## src/rtl/rotate_coord_gen_pkg.sv

```systemverilog
`default_nettype none
// ============================================================================
// Module  : rotate_pkg
// Brief   : Shared types, constants and coefficient helper for the rotate path
// Revision: 1.0
// ============================================================================
package rotate_pkg;

    typedef logic signed [11:0] coord_t;
    typedef logic signed [9:0]  coef_t;
    typedef logic signed [21:0] prod_t;
    typedef logic signed [22:0] sum_t;

    localparam int ANG_MAX     = 360;
    localparam int Q_SHIFT     = 8;
    localparam int ANG_COS_OFS = 90;

    typedef enum logic [2:0] {
        IDLE   = 3'd0,
        S_SIN  = 3'd1,
        S_COS  = 3'd2,
        S_WAIT = 3'd3,
        S_SCAN = 3'd4,
        DONE   = 3'd5
    } rot_state_e;

    // Table full-scale (+-255) is stretched to +-256 so quadrant angles are exact.
    function automatic coef_t promote_coef(input logic signed [8:0] d);
        if (d == 9'sd255)
            return 10'sd256;
        else if (d == -9'sd255)
            return -10'sd256;
        else
            return coef_t'(d);
    endfunction

endpackage
`default_nettype wire

```

## src/rtl/rotate_coord_gen_if.sv

```systemverilog
`default_nettype none
// ============================================================================
// Module  : rotate_coord_gen_if
// Brief   : Source-coordinate stream towards the pixel fetcher
// Revision: 1.0
// ============================================================================
interface rotate_coord_gen_if;
    import rotate_pkg::*;

    logic   out_valid;
    logic   out_ready;
    coord_t src_x;
    coord_t src_y;
    logic   in_img;

    modport master (output out_valid, src_x, src_y, in_img, input out_ready);
    modport slave  (input out_valid, src_x, src_y, in_img, output out_ready);

endinterface
`default_nettype wire

```

## src/rtl/rotate_coord_gen_mac.sv

```systemverilog
`default_nettype none
// ============================================================================
// Module  : rotate_mac
// Brief   : One-axis rotate MAC: stage 1 multiplies, stage 2 sums/shifts/offsets
// Revision: 1.0
// ============================================================================
module rotate_mac
    import rotate_pkg::*;
#(
    parameter bit SUB = 1'b0,
    parameter int OFS = 0,
    parameter int LIM = 1
) (
    input  wire logic   clk,
    input  wire logic   rst,
    input  wire logic   i_en1,
    input  wire logic   i_en2,
    input  wire coord_t i_a,
    input  wire coef_t  i_ca,
    input  wire coord_t i_b,
    input  wire coef_t  i_cb,
    output coord_t      o_res,
    output logic        o_in_range
);

    prod_t r_pa;
    prod_t r_pb;
    sum_t  w_pa;
    sum_t  w_pb;
    sum_t  w_sum;
    sum_t  w_shift;
    sum_t  w_full;
    logic  w_in_range;

    always_ff @(posedge clk or posedge rst) begin
        if (rst) begin
            r_pa <= '0;
            r_pb <= '0;
        end else if (i_en1) begin
            r_pa <= prod_t'(i_a) * prod_t'(i_ca);
            r_pb <= prod_t'(i_b) * prod_t'(i_cb);
        end
    end

    assign w_pa    = sum_t'(r_pa);
    assign w_pb    = sum_t'(r_pb);
    assign w_sum   = SUB ? (w_pa - w_pb) : (w_pa + w_pb);
    assign w_shift = w_sum >>> Q_SHIFT;
    assign w_full  = w_shift + sum_t'(OFS);
    // Range test uses the untruncated value so far-out coordinates cannot alias back in.
    assign w_in_range = !w_full[22] && (w_full < sum_t'(LIM));

    always_ff @(posedge clk or posedge rst) begin
        if (rst) begin
            o_res      <= '0;
            o_in_range <= 1'b0;
        end else if (i_en2) begin
            o_res      <= w_full[11:0];
            o_in_range <= w_in_range;
        end
    end

endmodule
`default_nettype wire

```

## src/rtl/rotate_coord_gen.sv

```systemverilog
`default_nettype none
// ============================================================================
// Module  : rotate_coord_gen
// Brief   : Fetches sin/cos once per frame, then raster-scans and emits source coords
// Revision: 1.0
// ============================================================================
module rotate_coord_gen
    import rotate_pkg::*;
#(
    parameter int IMG_W = 640,
    parameter int IMG_H = 480,
    parameter int CX    = 320,
    parameter int CY    = 240
) (
    input  wire logic          clk,
    input  wire logic          rst,
    input  wire logic          start,
    input  wire logic [8:0]    angle,
    output logic               sin_rd_en,
    output logic [8:0]         sin_addr,
    input  wire logic [8:0]    sin_dout,
    rotate_coord_gen_if.master pix,
    output logic               busy,
    output logic               done
);

    rot_state_e r_state;
    logic [8:0] r_ang;
    coef_t      r_sin;
    coef_t      r_cos;
    coord_t     r_x;
    coord_t     r_y;
    logic       r_issued_all;
    logic       r_v1;
    logic       r_last1;
    logic       r_v2;
    logic       r_last2;

    logic [8:0] w_ang_red;
    logic [9:0] w_cos_sum;
    logic [8:0] w_cos_addr;
    logic       w_adv;
    logic       w_issue;
    logic       w_last_px;
    logic       w_final_hs;
    coord_t     w_dx;
    coord_t     w_dy;
    logic       w_inr_x;
    logic       w_inr_y;

    assign w_ang_red  = (angle >= 9'(ANG_MAX)) ? 9'(angle - 9'(ANG_MAX)) : angle;
    assign w_cos_sum  = {1'b0, r_ang} + 10'(ANG_COS_OFS);
    assign w_cos_addr = (w_cos_sum >= 10'(ANG_MAX)) ? 9'(w_cos_sum - 10'(ANG_MAX))
                                                    : w_cos_sum[8:0];

    // Everything moves together unless a valid output is being held back.
    assign w_adv      = !(r_v2 && !pix.out_ready);
    assign w_issue    = (r_state == S_SCAN) && !r_issued_all && w_adv;
    assign w_last_px  = (r_x == coord_t'(IMG_W - 1)) && (r_y == coord_t'(IMG_H - 1));
    assign w_final_hs = r_v2 && r_last2 && pix.out_ready;
    assign w_dx       = r_x - coord_t'(CX);
    assign w_dy       = r_y - coord_t'(CY);

    always_ff @(posedge clk or posedge rst) begin
        if (rst) begin
            r_state      <= IDLE;
            r_ang        <= '0;
            r_sin        <= '0;
            r_cos        <= '0;
            r_x          <= '0;
            r_y          <= '0;
            r_issued_all <= 1'b0;
            sin_rd_en    <= 1'b0;
            sin_addr     <= '0;
            busy         <= 1'b0;
            done         <= 1'b0;
        end else begin
            done <= 1'b0;
            case (r_state)
                IDLE: begin
                    if (start) begin
                        r_ang        <= w_ang_red;
                        sin_addr     <= w_ang_red;
                        sin_rd_en    <= 1'b1;
                        busy         <= 1'b1;
                        r_x          <= '0;
                        r_y          <= '0;
                        r_issued_all <= 1'b0;
                        r_state      <= S_SIN;
                    end
                end
                S_SIN: begin
                    sin_addr <= w_cos_addr;
                    r_state  <= S_COS;
                end
                // Table data trails its address by one cycle: sin is on sin_dout here.
                S_COS: begin
                    sin_rd_en <= 1'b0;
                    r_sin     <= promote_coef(sin_dout);
                    r_state   <= S_WAIT;
                end
                S_WAIT: begin
                    r_cos   <= promote_coef(sin_dout);
                    r_state <= S_SCAN;
                end
                S_SCAN: begin
                    if (w_issue) begin
                        if (w_last_px) begin
                            r_issued_all <= 1'b1;
                        end else if (r_x == coord_t'(IMG_W - 1)) begin
                            r_x <= '0;
                            r_y <= r_y + 12'sd1;
                        end else begin
                            r_x <= r_x + 12'sd1;
                        end
                    end
                    if (w_final_hs) begin
                        done    <= 1'b1;
                        r_state <= DONE;
                    end
                end
                DONE: begin
                    busy    <= 1'b0;
                    r_state <= IDLE;
                end
                default: r_state <= IDLE;
            endcase
        end
    end

    always_ff @(posedge clk or posedge rst) begin
        if (rst) begin
            r_v1    <= 1'b0;
            r_last1 <= 1'b0;
            r_v2    <= 1'b0;
            r_last2 <= 1'b0;
        end else if (w_adv) begin
            r_v1    <= w_issue;
            r_last1 <= w_issue && w_last_px;
            r_v2    <= r_v1;
            r_last2 <= r_last1;
        end
    end

    rotate_mac #(
        .SUB (1'b0),
        .OFS (CX),
        .LIM (IMG_W)
    ) u_mac_x (
        .clk        (clk),
        .rst        (rst),
        .i_en1      (w_issue),
        .i_en2      (w_adv && r_v1),
        .i_a        (w_dx),
        .i_ca       (r_cos),
        .i_b        (w_dy),
        .i_cb       (r_sin),
        .o_res      (pix.src_x),
        .o_in_range (w_inr_x)
    );

    rotate_mac #(
        .SUB (1'b1),
        .OFS (CY),
        .LIM (IMG_H)
    ) u_mac_y (
        .clk        (clk),
        .rst        (rst),
        .i_en1      (w_issue),
        .i_en2      (w_adv && r_v1),
        .i_a        (w_dy),
        .i_ca       (r_cos),
        .i_b        (w_dx),
        .i_cb       (r_sin),
        .o_res      (pix.src_y),
        .o_in_range (w_inr_y)
    );

    assign pix.out_valid = r_v2;
    assign pix.in_img    = w_inr_x && w_inr_y;

endmodule
`default_nettype wire

```

## src/flat_wrapper.sv

```systemverilog
// flat-port wrapper written by rule: the top's interface ports become plain ports
module rotate_coord_gen_flat import rotate_pkg::*;
#(
    parameter int IMG_W = 640,
    parameter int IMG_H = 480,
    parameter int CX    = 320,
    parameter int CY    = 240
)
  (clk, rst, start, angle, sin_rd_en, sin_addr, sin_dout, busy, done, pix_out_valid, pix_src_x, pix_src_y, pix_in_img, pix_out_ready);
  rotate_coord_gen_if pix_i ();
  input  wire logic clk;
  input  wire logic rst;
  input  wire logic start;
  input  wire logic [8:0] angle;
  output logic sin_rd_en;
  output logic [8:0] sin_addr;
  input  wire logic [8:0] sin_dout;
  output logic busy;
  output logic done;
  output wire logic [$bits(pix_i.out_valid)-1:0] pix_out_valid;
  output wire logic [$bits(pix_i.src_x)-1:0] pix_src_x;
  output wire logic [$bits(pix_i.src_y)-1:0] pix_src_y;
  output wire logic [$bits(pix_i.in_img)-1:0] pix_in_img;
  input wire logic [$bits(pix_i.out_ready)-1:0] pix_out_ready;
  assign pix_out_valid = pix_i.out_valid;
  assign pix_src_x = pix_i.src_x;
  assign pix_src_y = pix_i.src_y;
  assign pix_in_img = pix_i.in_img;
  assign pix_i.out_ready = pix_out_ready;
  rotate_coord_gen #(.IMG_W(IMG_W), .IMG_H(IMG_H), .CX(CX), .CY(CY)) u_core (.clk(clk), .rst(rst), .start(start), .angle(angle), .sin_rd_en(sin_rd_en), .sin_addr(sin_addr), .sin_dout(sin_dout), .pix(pix_i), .busy(busy), .done(done));
endmodule
```

## config.mk

```make
export PLATFORM = sky130hd
export DESIGN_NAME = rotate_coord_gen_flat
export DESIGN_NICKNAME = d
export VERILOG_FILES = /design/src/rtl/rotate_coord_gen_pkg.sv /design/src/rtl/rotate_coord_gen_if.sv /design/src/rtl/rotate_coord_gen_mac.sv /design/src/rtl/rotate_coord_gen.sv /design/src/flat_wrapper.sv
export SDC_FILE = /design/constraint.sdc
export NUM_CORES = 2
export LEC_CHECK = 0
export ABC_AREA = 1
export ABC_CLOCK_PERIOD_IN_PS = 6700
export BUFFER_PORTS_ARGS = -buffer_cell sky130_fd_sc_hd__buf_4
export CORE_UTILIZATION = 55
export CTS_CLUSTER_DIAMETER = 60
export CTS_CLUSTER_SIZE = 24
export DETAILED_ROUTE_END_ITERATION = 8
export HOLD_SLACK_MARGIN = 0.12
export PLACE_DENSITY_LB_ADDON = 0.12
export SLEW_MARGIN = 20
export SYNTH_ARGS = -nofsm -noshare
export SYNTH_HDL_FRONTEND = slang
export SYNTH_HIERARCHICAL = 1
export SYNTH_SLANG_ARGS = --single-unit
```

## constraint.sdc

```tcl
create_clock -name clk -period 6.7 [get_ports clk]
set_input_delay 0 -clock clk [delete_from_list [all_inputs] [get_ports clk]]
set_output_delay 0 -clock clk [all_outputs]
set_load 0.1 [all_outputs]
```

Word-level counts from Yosys, hierarchy flattened

Cells that the tools add are included.

Output and inout bits: 38
Register bits after elaboration: 187
Input port bits: 22
Logic and storage cells: 113

Add/sub/neg operators: 11
$mul: 4
$lt $le $gt $ge: 4
Equal/unequal tests: 15
Mux-type cells: 27
Reduce and logical (&&, ||, !) cells: 29

Operator list:

| cell                     | count |
|---|---|
| $mul A12 B10 Y22         | 4 |
| $mux W12                 | 7 |
| $pmux W12 S2             | 2 |
| $mux W9                  | 3 |
| $add A12 B2 Y12 const B  | 2 |
| $add A22 B22 Y23         | 1 |
| $sub A22 B22 Y23         | 1 |
| $mux W10                 | 2 |
| $eq A9 B9 Y1 const B     | 2 |
| $pmux W9 S2              | 1 |
| $sub A9 B9 Y9 const B    | 2 |
| $add A15 B10 Y16 const B | 1 |
| $add A15 B9 Y16 const B  | 1 |
| $lt A16 B10 Y1 const B   | 1 |
| $lt A16 B11 Y1 const B   | 1 |
| $pmux W3 S5              | 1 |
| $eq A12 B10 Y1 const B   | 1 |
| $eq A12 B11 Y1 const B   | 1 |
| $sub A12 B10 Y12 const B | 1 |
| $sub A12 B9 Y12 const B  | 1 |
| $logic_and A1 B1 Y1      | 11 |
| $add A9 B7 Y10 const B   | 1 |
| $ge A10 B9 Y1 const B    | 1 |
| $reduce_and A2 Y1        | 5 |
| other kinds (14)         | 36 |

Longest topological paths before layout

Depth after elaboration: 6
Depth in mapped cells: 30
Depth with buffers taken out: 29

Modules after synthesis

Netlist, hierarchy kept.

Modules (own cells, without submodules):

| module                       | instances | seq. area each (um^2) | cells each | area an instance (um^2) |
|---|---|---|---|---|
| rotate_mac at u_core.u_mac_x | 1         | 1426.4                | 1849       | 13563.0 |
| rotate_mac at u_core.u_mac_y | 1         | 1426.4                | 1858       | 13514.2 |
| rotate_coord_gen             | 1         | 1826.8                | 586        | 4351.7 |

Worst setup path before layout

OpenSTA, ideal clock, no wires.

Path kind: reg2reg
From: reg u_core.r_y[6]
To: reg u_core.u_mac_x.r_pb[21]
Stages on the path, launching flop included: 25
Slack: 818 ps
Setup time: 133 ps
Arrival: 5749 ps
Period minus slack after synthesis: 5882 ps
Data required time: 6567 ps
Path buffers: 2
Path through: dfrtp_1 clkbuf_2 nand2_1 nor2_1 nand2_1 nand2_1 nor3_1 xor2_1 clkbuf_1 nand2_1 fa_1 inv_1 fa_1 inv_1 fa_1 fa_1 fa_1 inv_1 ha_1 nand2_1 nor3_1 nand4_1 o211ai_1 xnor2_1 o21ai_0

Cells in the longest elaborated chain, start to end: 2

Ends and longest elaborated chain:

| item                     | line                       | RTL |
|---|---|---|
| start: declaration       | rotate_coord_gen.sv:32     | `coord_t r_y;` |
| start signal: assignment | rotate_coord_gen.sv:112    | `r_y <= r_y + 12'sd1;` |
| $sub A12 B9 Y12          | rotate_coord_gen.sv:62     | `assign w_dy = r_y - coord_t'(CY);` |
| via u_core.w_dy[11]      | rotate_coord_gen.sv:47     | `coord_t w_dy;` |
| $mul A12 B10 Y22         | rotate_coord_gen_mac.sv:41 | `r_pb <= prod_t'(i_b) * prod_t'(i_cb);` |
| end signal: assignment   | rotate_coord_gen_mac.sv:41 |  |
| end: declaration         | rotate_coord_gen_mac.sv:27 | `prod_t r_pb;` |

The timed path passes the listed nets, and every way through them passes these cells.
A chain may end at the register's enable or synchronous reset.

Final worst setup path

From: reg u_core.r_y[4]
To: reg u_core.u_mac_y.r_pa[20]

Cells in the longest elaborated chain, start to end: 2

Ends and longest elaborated chain:

| item                   | line                       | RTL |
|---|---|---|
| $sub A12 B9 Y12        | rotate_coord_gen.sv:62     |  |
| via u_core.w_dy[8]     | rotate_coord_gen.sv:47     |  |
| $mul A12 B10 Y22       | rotate_coord_gen_mac.sv:40 | `r_pa <= prod_t'(i_a) * prod_t'(i_ca);` |
| end signal: assignment | rotate_coord_gen_mac.sv:40 |  |
| end: declaration       | rotate_coord_gen_mac.sv:26 | `prod_t r_pa;` |

The timed path passes the listed nets, and every way through them passes these cells.

==> metrics.md <==
| Metric | Value |
|---|---|
| DR DRC count | `0` |
| Fill count | `5393` |
| Setup Fix Bufs, Post-CTS | `0` |
| Routed wl met2 | `33500 um` |
| First-pass GRT wire length | `128000 um` |
| Cell Rows | `between 80 and 90` |
| Fin nets | `between 5000 and 6000` |
| Worst setup path start | `u_core/r_y[4]` |
| Max-slew violation count | `0` |
| Die Span X | `about 240 um` |
| Max-slew headroom | `26.8%` |
| Synth Area per Inst | `7.32 um2` |
| Total CTS buffers | `17` |
| DR vias | `between 20000 and 30000` |
| Worst Max-Slew Pin Slew | `1.10 ns` |
| Routability cong. | `0.920` |
| Wire length on met3 | `4470 um` |
| Worst-Skew Late Latency | `between 0.5 and 0.6 ns` |
| RSZ-0062 raised after global routing | `no` |
| Reg area | `4680 um2` |
| Initial Utilization | `a little under three fifths` |
| Ys async rst share | `100%` |
| Num Clock Sinks | `roughly 190` |
| Share of cells above drive strength 1 | `7.49%` |
| Final ANT Viol Nets | `0` |
| Post-synth EDFFs | `0` |
| Finished Core Util | `59.7%` |
| Area of the multi-input gates | `22100 um2` |
| Tot GR Track Use | `28.1%` |
| DRT iter0 DRCs | `1687` |
| Post-synth net total | `roughly 5000` |
| R2R cell count | `25` |
| Syn Inst Count | `4293` |
| Yosys top cell by area | `fa_1` |
| Pre-antenna DRT Iters | `5` |
| Clock Pin Slew Worst Setup and Hold Paths | `0.08 ns` |
| Tcrit/Tclk final | `93.4%` |
| Wire per inst | `~15 um` |
| Yosys top cell area share | `between 20 and 30%` |
| Distinct cell type count after synthesis | `52` |
| Crit Path Class | `reg2reg` |
| Die ar. | `58100 um2` |
| Depth of the worst hold-timing path | `4` |
| Most area-consuming cells after synthesis | `fa_1, dfrtp_1, nand2_1` |
| Total of warnings raised by yosys | `6` |
| Synth Flop Type | `dfrtp_1` |
| Maximum clock frequency | `around 160 MHz` |
| Vias in the first global route | `25600` |
| Startpoint types | `register` |
| Arrival time worst endpoint | `6.66 ns` |
| I/O Pins | `60` |
| Core ar. | `56400 um2` |
| CP Data Required Time | `slightly above 7 ns` |
| Sequential area share after synthesis | `14.9%` |
| CP Capture Type | `register` |
| CTS root buf | `clkbuf_16` |
| Antenna Diode Count | `0` |
| Worst r2r src | `u_core/r_y[4]` |
| Number of port buffers | `59` |
| Top Layer Used | `met4` |
| Status | `complete, no violations` |
| R2R setup slack | `roughly 0.44 ns` |
| H-tree levels | `4` |
| Met1 wire length | `36000 um` |
| Crit path max fanout | `20` |
| Setup_tns | `0 ns` |
| Netlist Area Pre-Place | `31400 um2` |
| CTS Buffer Depth | `2` |
| Worst Hold Class | `in2reg` |
| Detailed Route WL | `~76000 um` |
| HPWL after DPL | `roughly 61000 um` |
| Final setup viols | `0` |
| Initial antenna violation count | `0` |
| Grt ovf | `0` |
| Worst R2R End | `u_core/u_mac_y/r_pa[20]` |
| Fin. Hold Viols | `0` |
| Final Critical Period | `6.26 ns` |
| CTS tree | `built` |
| P&R area growth vs syn | `7.10%` |
| Layout Skew | `about 0.014 ns` |
| Die H | `about 240 um` |
| Max Cap Viol | `0` |
| Largest net degree at the start of global routing | `71` |
| Worst setup path endpoint | `u_core/u_mac_y/r_pa[20]` |
| Yosys reg bits | `187` |
| Vias per cell | `slightly above 5` |
## synth_stat cells, drive strengths merged, types with 2 or more instances
| cell | n |
|---|---|
| a21o | 2 |
| a21oi | 128 |
| a31oi | 38 |
| buf | 15 |
| clkbuf | 115 |
| clkinv | 2 |
| dfrtp | 187 |
| fa | 428 |
| ha | 266 |
| inv | 1094 |
| nand2 | 1216 |
| nand3 | 160 |
| nand3b | 11 |
| nand4 | 46 |
| nor2 | 228 |
| nor3 | 33 |
| nor4 | 4 |
| o2111ai | 2 |
| o211ai | 9 |
| o21a | 2 |
| o21ai | 155 |
| o21bai | 8 |
| o31ai | 11 |
| or2 | 36 |
| or3 | 2 |
| xnor2 | 39 |
| xor2 | 50 |
## registers in the layout (all words and copies together), names as in the netlist, 3 cells and up
name / count
u_core/r_ang: 9
u_core/u_mac_y/o_res: 12
u_core/u_mac_x/r_pb: 22
u_core/sin_addr: 9
u_core/u_mac_x/r_pa: 22
u_core/u_mac_y/r_pa: 22
u_core/r_state: 3
u_core/u_mac_y/r_pb: 22
u_core/r_cos: 10
u_core/r_sin: 10
u_core/r_x: 12
u_core/u_mac_x/o_res: 12
u_core/r_y: 12
## critical path, cell delays in order, from the launching register on
cell and delay, ns:
dfrtp_1 0.45, ha_1 0.27, inv_1 0.08, nor2_1 0.06, inv_1 0.08, nand2_1 0.08, nand2_1 0.65, nand2_1 0.18
fa_1 0.53, inv_1 0.06, fa_1 0.48, fa_1 0.52, fa_1 0.50, inv_1 0.05, fa_1 0.48, inv_1 0.04
ha_1 0.33, a21oi_1 0.29, o21ai_0 0.13, a21oi_1 0.19, nand2_1 0.09, a21oi_1 0.11, o21ai_0 0.09, or2_2 0.28
nand3_1 0.07, nand2_1 0.05
## per-layer routing
metal	up-vias	GRT usage (%)
met5	-	0
met4	0	8.67
met3	97	4.52
met2	617	43.1
met1	12300	40.7
li1	12800	-
## what timing repair did
action | 4_1_cts | 5_1_grt
hold endpoints to repair | 233 | 0
endpoints found under the setup margin | 0 | 1
hold buffers | 32 | 0
gates resized for setup | 0 | 2
## layout make-up
class / count / share of cell area (%)
flip-flops and latches: 187 / 13.9
well taps: 756 / 2.81
clock inverters: 15 / 0.569
multi-input cells: 2880 / 65.8
inverters: 1096 / 12.2
repair buffers: 143 / 3.43
clock buffers: 17 / 1.26
## through the flow
stage,hold WS (ns),worst slack [ns],instances,instance area [um2]
floorplan,0.128,0.818,4293,31400
global placement,-0.0535,0.517,5030,32700
detailed placement,-0.0565,0.349,5030,32700
CTS,0.244,0.304,5094,33600
global route,0.308,0.0377,5094,33700
finish,0.297,0.445,5094,33700
## cells by family after synthesis
logic type	Yosys count	share of synthesized area [%]
fa+ha+maj	694	37.9
xor+xnor	89	2.48
flops	187	14.9
compound gates	360	6.51
buf+inv	1226	14.8
simple gates	1737	23.5
## placed cells by master (no fill, tap or decap), drive strengths merged, types with 50 or more instances in the layout
master	count
buf	111
ha	266
o21ai	155
xor2	50
dfrtp	187
inv	1101
nor2	228
nand3	160
fa	428
a21oi	128
nand2	1216
## worst min-delay path by stage
stage	endpoint	from
3_5_place_dp	u_core/r_x[8]	rst
5_1_grt	u_core/sin_addr[0]	angle[0]
6_report	u_core/sin_addr[0]	angle[0]
4_1_cts	u_core/sin_addr[0]	angle[0]
3_3_place_gp	u_core/r_x[8]	rst
2_1_floorplan	u_core/r_ang[1]	angle[1]
Power is not shown: default switching activity piles up to over one toggle a cycle in this logic, so the estimate is an artifact.
